File: src/rtl/matriz_pkg.sv
// Shared definitions for the matrix scan controller: FSM encoding and default geometry.
package matriz_pkg;

    typedef enum logic [1:0] {
        IDLE  = 2'd0,
        SCAN  = 2'd1,
        BLANK = 2'd2
    } estado_t;

    localparam int NCOL_DEF = 5;
    localparam int NROW_DEF = 7;
    localparam int DIV_DEF  = 4;

endpackage

File: src/rtl/modulo_detector_borda.sv
// Two-flop synchronizer for an asynchronous push-button followed by a rising-edge detector.
module modulo_detector_borda (
    input  logic clk,
    input  logic rst,
    input  logic btn,
    output logic borda
);

    logic sync_1;
    logic sync_2;
    logic anterior;

    always_ff @(posedge clk or posedge rst) begin
        if (rst) begin
            sync_1   <= 1'b0;
            sync_2   <= 1'b0;
            anterior <= 1'b0;
        end else begin
            sync_1   <= btn;
            sync_2   <= sync_1;
            anterior <= sync_2;
        end
    end

    assign borda = sync_2 & ~anterior;

endmodule

File: src/rtl/modulo_controlador_varredura.sv
// Column scan controller for a dot matrix, with a row position moved by debounced buttons.
//  state | meaning
//  IDLE  | scan stopped, col_en=0, mdc=0; pending row moves applied each edge
//  SCAN  | column mdc driven for DIV cycles
//  BLANK | one blanking cycle between columns; frame_tick on the last column
module modulo_controlador_varredura
    import matriz_pkg::*;
#(
    parameter int DIV  = DIV_DEF,
    parameter int NCOL = NCOL_DEF,
    parameter int NROW = NROW_DEF
) (
    input  logic       clk,
    input  logic       rst,
    input  logic       en,
    input  logic       btn_up,
    input  logic       btn_dn,
    output logic [2:0] mdc,
    output logic [2:0] mdl,
    output logic       col_en,
    output logic       frame_tick
);

    localparam logic [7:0] CNT_LAST = 8'(DIV - 1);
    localparam logic [2:0] COL_LAST = 3'(NCOL - 1);
    localparam logic [2:0] ROW_LAST = 3'(NROW - 1);

    estado_t    estado, estado_nxt;
    logic [7:0] cnt, cnt_nxt;
    logic [2:0] mdc_nxt, mdl_nxt;
    logic       pend_up, pend_dn;
    logic       borda_up, borda_dn;
    logic       aplica;

    modulo_detector_borda u_det_up (
        .clk   (clk),
        .rst   (rst),
        .btn   (btn_up),
        .borda (borda_up)
    );

    modulo_detector_borda u_det_dn (
        .clk   (clk),
        .rst   (rst),
        .btn   (btn_dn),
        .borda (borda_dn)
    );

    assign col_en     = (estado == SCAN);
    assign frame_tick = (estado == BLANK) && (mdc == COL_LAST);
    // Row moves only land at frame boundaries (or while stopped) so a frame never tears.
    assign aplica     = frame_tick || (estado == IDLE);

    always_comb begin
        estado_nxt = estado;
        cnt_nxt    = cnt;
        mdc_nxt    = mdc;
        if (!en) begin
            estado_nxt = IDLE;
            cnt_nxt    = 8'd0;
            mdc_nxt    = 3'd0;
        end else begin
            case (estado)
                IDLE: begin
                    estado_nxt = SCAN;
                    cnt_nxt    = 8'd0;
                    mdc_nxt    = 3'd0;
                end
                SCAN: begin
                    if (cnt == CNT_LAST) begin
                        estado_nxt = BLANK;
                        cnt_nxt    = 8'd0;
                    end else begin
                        cnt_nxt = cnt + 8'd1;
                    end
                end
                BLANK: begin
                    estado_nxt = SCAN;
                    mdc_nxt    = (mdc == COL_LAST) ? 3'd0 : mdc + 3'd1;
                end
                default: begin
                    estado_nxt = IDLE;
                    cnt_nxt    = 8'd0;
                    mdc_nxt    = 3'd0;
                end
            endcase
        end
    end

    always_comb begin
        mdl_nxt = mdl;
        if (aplica) begin
            if (pend_up && !pend_dn && mdl != ROW_LAST)
                mdl_nxt = mdl + 3'd1;
            else if (pend_dn && !pend_up && mdl != 3'd0)
                mdl_nxt = mdl - 3'd1;
        end
    end

    always_ff @(posedge clk or posedge rst) begin
        if (rst) begin
            estado  <= IDLE;
            cnt     <= 8'd0;
            mdc     <= 3'd0;
            mdl     <= 3'd0;
            pend_up <= 1'b0;
            pend_dn <= 1'b0;
        end else begin
            estado  <= estado_nxt;
            cnt     <= cnt_nxt;
            mdc     <= mdc_nxt;
            mdl     <= mdl_nxt;
            // A press arriving on the application edge is kept for the next frame.
            pend_up <= aplica ? borda_up : (pend_up | borda_up);
            pend_dn <= aplica ? borda_dn : (pend_dn | borda_dn);
        end
    end

endmodule

File: config.mk
export PLATFORM = sky130hd
export DESIGN_NAME = modulo_controlador_varredura
export DESIGN_NICKNAME = d
export VERILOG_FILES = /design/src/rtl/matriz_pkg.sv /design/src/rtl/modulo_detector_borda.sv /design/src/rtl/modulo_controlador_varredura.sv
export SDC_FILE = /design/constraint.sdc
export NUM_CORES = 1
export LEC_CHECK = 0
export BUFFER_PORTS_ARGS = -buffer_cell sky130_fd_sc_hd__buf_4
export CORE_UTILIZATION = 25
export DETAILED_ROUTE_END_ITERATION = 6
export MAX_ROUTING_LAYER = met4
export PLACE_DENSITY = 0.5
export SYNTH_ARGS = -nofsm -noshare
export SYNTH_HDL_FRONTEND = slang
export SYNTH_SLANG_ARGS = --single-unit
File: constraint.sdc
create_clock -name clk -period 1.6 [get_ports clk]
set_input_delay 0 -clock clk [delete_from_list [all_inputs] [get_ports clk]]
set_output_delay 0 -clock clk [all_outputs]
set_load 0.05 [all_outputs]
== After elaboration in Yosys (flattened, before gate mapping) ==
Cells that the tools add are included.
Operators by class
  add/subtract/negate cells: 4
  equality and inequality tests: 8
  mux-type cells: 13
  bitwise gates (word level): 6
  reductions and logical operators: 13
Operators with widths (count)
  $mux 8: 2
  $pmux 8 s2: 1
  $mux 3: 4
  $add 8x1->8 const B: 1
  $eq 8x2->1 const B: 1
  $add 3x1->3 const B: 2
  $pmux 3 s2: 1
  $logic_and 1x1->1: 5
  $mux 2: 2
  $ne 2x2->1 const B: 2
  $pmux 2 s2: 1
  $eq 3x3->1 const B: 1
  $ne 3x2->1 const B: 1
  $ne 3x3->1 const B: 1
  $reduce_bool 3->1: 1
  $sub 3x1->3 const B: 1
  $and 1x1->1: 2
  $eq 2x1->1 const B: 1
  $eq 2x2->1 const B: 1
  $logic_not 1->1: 2
  $logic_not 2->1: 1
  $mux 1: 2
  $not 1->1: 2
  $or 1x1->1: 2
  4 further kinds: 4
Word-level totals
  flip-flop bits (word level): 24
  input bits: 5
  word-level logic and storage cells: 56

== Depth between registers and ports, before layout ==
  depth after elaboration: 5
  depth in mapped cells: 8
  mapped depth without buffers: 8

== Modules after synthesis ==
A second synthesis with hierarchy kept.
Unflattened totals
  cell total of the unflattened synthesis: 104
  area total of the unflattened synthesis: 1182.4 µm²
By module, submodules not included
  modulo_controlador_varredura: times used 1, cells each 94, area an instance 997.2 µm², seq. area each 450.4 µm²
  modulo_detector_borda: times used 2, cells each 5, area an instance 92.6 µm², seq. area each 75.1 µm²

== Least setup slack after synthesis ==
No wires, ideal clock.
  path type: register to output
  start point: register mdc[0]
  end point: output port frame_tick
  arrival time: 2.170 ns
  required time: 1.600 ns
  setup slack: -0.570 ns
  cell stages (with the launch flop): 5
  path through: dfrtp_1 inv_1 ha_1 nand2_1 nor3b_1
On the way
  word-level cells in the longest chain between the ends: 2
RTL lines
  start, declared: RTL line modulo_controlador_varredura.sv:18  | output logic [2:0] mdc,
  start signal, assigned: RTL line modulo_controlador_varredura.sv:111  | mdc <= mdc_nxt;
  $eq 3x3->1: RTL line modulo_controlador_varredura.sv:50  | assign frame_tick = (estado == BLANK) && (mdc == COL_LAST);
  $logic_and 1x1->1: RTL line modulo_controlador_varredura.sv:50
  end, declared: RTL line modulo_controlador_varredura.sv:21  | output logic frame_tick
No other way between the ends.

== Worst setup path after layout ==
  start point: register pend_dn
  end point: register mdl[2]
On the way
  word-level cells in the longest chain between the ends: 5
  elaborated cells on any way between the ends: 8
RTL lines
  start, declared: RTL line modulo_controlador_varredura.sv:31  | logic pend_up, pend_dn;
  start signal, assigned: RTL line modulo_controlador_varredura.sv:115  | pend_dn <= aplica ? borda_dn : (pend_dn | borda_dn);
  $logic_not 1->1: RTL line modulo_controlador_varredura.sv:93  | if (pend_up && !pend_dn && mdl != ROW_LAST)
  $logic_and 1x1->1 (2 in a row): RTL line modulo_controlador_varredura.sv:93
  $reduce_bool 2->1 (no source line)
  $reduce_and 2->1 (no source line)
  end signal, assigned: RTL line modulo_controlador_varredura.sv:112  | mdl <= mdl_nxt;
  end, declared: RTL line modulo_controlador_varredura.sv:19  | output logic [2:0] mdl,
Several ways; a longest one is shown, not always the timed one.
A chain may end at the register's enable or synchronous reset.

==> metrics.md <==
| Metric | Value |
|---|---|
| Status | finished, final reports clean |
| GRT overflow | 0 |
| Share of the yosys chip area belonging to registers | 0.542 |
| Crit share post-route | 0.961 |
| DRT Wirelength | about 2100 microns |
| Number of global-route vias before repair | 786 |
| # fillers | ~410 |
| Remaining DRCs | 0 |
| YS warnings | 0 |
| CTS Buf Count | 3 |
| Crit path kind | reg2reg |
| Startpoint types | flip-flop |
| Drt initial violations | 24 |
| Hpwl dp | 1510 microns |
| Die Wd | around 69 microns |
| Fmax achieved | about 0.65 GHz |
| H-Tree Depth | 1 |
| Final non-filler cell total | 180 |
| Total number of vias | just over 800 |
| Worst rel slew slack | 0.755 |
| Layout cells sized above 1 | 0.315 |
| Number of synthesized flops with an enable pin | 0 |
| Number of vias per cell | 4.58 |
| Measured slew at the worst slew-check pin | approximately 0.36 ns |
| PortBufs | 12 |
| Post-route ant nets | 0 |
| Worst skew pair latency | roughly 0.26 ns |
| Wire per inst | roughly 12 microns |
| First-pass GRT wire length | about 3500 microns |
| Worst Path Required | around 1.8 ns |
| Clk slew on worst S/H paths | ~0.08 ns |
| # rows | 23 |
| Final Power | approximately 1.7 mW |
| Initial antenna violation count | 0 |
| Area grow syn2layout | 28.7% |
| CTS tree | built |
| Mapped Area | around 1100 sq um |
| Number of synthesized register bits | 24 |
| Hold WC Path Type | in2reg |
| Worst R2R Setup Slack | 0.06 ns |
| Pwr dens | between 1000 and 1500 nW/um^2 |
| CTS root buffer | clkbuf_8 |
| GP Congestion | 0.760 |
| Clock tree sinks | 24 |
| Clock Skew | roughly 0.0012 ns |
| Ys flop type | dfrtp_1 |
| Area occupied by multi-input gates | about 500 sq um |
| Pins Over Slew Limit | 0 |
| Ant diodes | 0 |
| Core ar. | approximately 4100 sq um |
| Hold Fails Final Rpt | 0 |
| All-Layer GR Usage | 0.108 |
| Syn_nets | ~110 |
| Critical path's largest stage delay | approximately 0.40 ns |
| Initial Utilization | 0.269 |
| Crit end category | flip-flop |
| Sequential cell area | ~600 sq um |
| Synth async-reset ratio | 1.00 |
| Vert. Die Dim | slightly below 70 microns |
| Crit-path slowest cell | dfrtp_1 |
| Syn avg cell area | between 10 and 15 sq um |
| RSZ-0062 raised after global routing | yes |
| Leak pwr | between 0.6 and 0.7 nW |
| Critical Path AT | between 1.5 and 2 ns |
| Io pins | 13 |
| Maximum resistive drop on vdd | 0.000369 V |
| Crit-path max FO | 5 |
| Final net count | between 100 and 150 |
| Final min period | about 1.5 ns |
| Critical path, cell by cell | nand2b_1 -> mux2i_1 -> ha_2 -> nand2_1 -> a22oi_1 -> o211ai_1 -> a2bb2oi_1 |
| Placed insts | between 150 and 200 |
| Die area | between 4000 and 5000 sq um |
| Synth cell types | 35 |
| CP top delay family | flip-flops |
| Max clock buf depth | 2 |
| Pre-antenna DRT Iters | 4 |
| Largest net degree at the start of global routing | 25 |
| Max-cap violations | 0 |
| Setup violators final | 0 |
| CP Buf/Inv Count | 0 |
| Post-Syn Instances | between 100 and 150 |
[placed cells by master, fill, tap and decap left out, types with 2 or more instances in the layout]
cell / Yosys / layout
a21oi_2: 1 / 2
and3_1: 2 / 2
buf_4: 0 / 20
clkbuf_8: 0 / 4
dfrtp_1: 24 / 19
dfrtp_2: 0 / 5
dlygate4sd3_1: 0 / 3
ha_1: 4 / 3
inv_1: 9 / 9
mux2_2: 2 / 2
nand2_1: 9 / 8
nand3_1: 4 / 4
nand4_1: 2 / 2
nor2_1: 8 / 8
o21ai_0: 7 / 7
o22ai_1: 3 / 3
xor2_1: 5 / 5
[synthesized netlist by cell type (all sizes together), types with 2 or more instances]
cell type / n / area share
a21oi: 2 / 0.012
and3: 2 / 0.011
dfrtp: 24 / 0.54
ha: 4 / 0.045
inv: 9 / 0.031
mux2: 2 / 0.020
nand2: 9 / 0.031
nand3: 4 / 0.018
nand3b: 2 / 0.025
nand4: 3 / 0.023
nor2: 9 / 0.033
nor3b: 2 / 0.014
o21ai: 8 / 0.036
o22ai: 3 / 0.017
xor2: 5 / 0.040
[worst min-delay path: stages]
cell and delay [ns]:
buf_4 0.13, inv_1 0.07, o21ai_0 0.07
[per-stage QoR]
stage	area, sq um	util	setup TNS (ns)	worst slack (ns)	hold slack (ns)
after floorplan	1120	-	0	0.00538	0.0143
after global placement	1320	0.320	0	0.119	0.0661
after detailed placement	1320	0.320	0	0.0404	0.0811
after CTS	1400	0.340	0	0.0214	0.0265
after global routing	1430	0.346	-0.0724	-0.0724	0.0683
final	1430	0.346	0	0.0629	0.0401
[worst paths after layout]
check	cells past startpoint	startpoint	endpoint
min	3	en	estado[0]
min in group asynchronous	4	rst	u_det_dn.sync_2
max	7	pend_dn	mdl[2]
min reg2reg	0	u_det_up.sync_1	u_det_up.sync_2
max in group asynchronous	4	rst	mdc[0]
max reg2reg	7	pend_dn	mdl[2]
[sequential cells by signal, summed over array words and instances (netlist names)]
name,count
cnt,8
mdc,3
mdl,3
estado,2
pend_dn,1
pend_up,1
u_det_dn.anterior,1
u_det_dn.sync_1,1
u_det_dn.sync_2,1
u_det_up.anterior,1
u_det_up.sync_1,1
u_det_up.sync_2,1
[area by class of cell]
cell class	count	share of cell area
repair buffers	23	0.126
multi-input cells	70	0.342
clock buffers	4	0.0386
flip-flops and latches	24	0.426
inverters	9	0.0237
well taps	50	0.0439
[timing repair]
item / in CTS / in global routing
gates resized for setup: 0 / 1
setup endpoints to repair: 0 / 7
hold buffers: 3 / 0
buffers inserted: 0 / 3
hold endpoints to repair: 26 / 0
[power breakdown]
group	internal (mW)	total [mW]	switching, mW
registers	0.676	0.750	0.0731
logic	0.247	0.578	0.331
clock network	0.220	0.412	0.193
[per-layer routing]
metal	routed length, microns	GRT usage	vias up
met3	73	0.0296	5
met2	976	0.168	11
met4	41	0.0547	0
met5	0	-	-
li1	-	-	411
met1	994	0.127	397
[cell families (layout without fill, tap and decap cells)]
logic type	count (synthesis)	count (layout)	synth area share
muxes	3	3	0.0294
AOI/OAI and AO/OA	19	19	0.108
buffers and inverters	9	36	0.0305
DFF	24	24	0.542
adders and majority gates	4	4	0.0452
and+or+nand+nor	38	38	0.197
xor gates and xnor gates	6	6	0.0475
(Power assumes the default switching activity.)
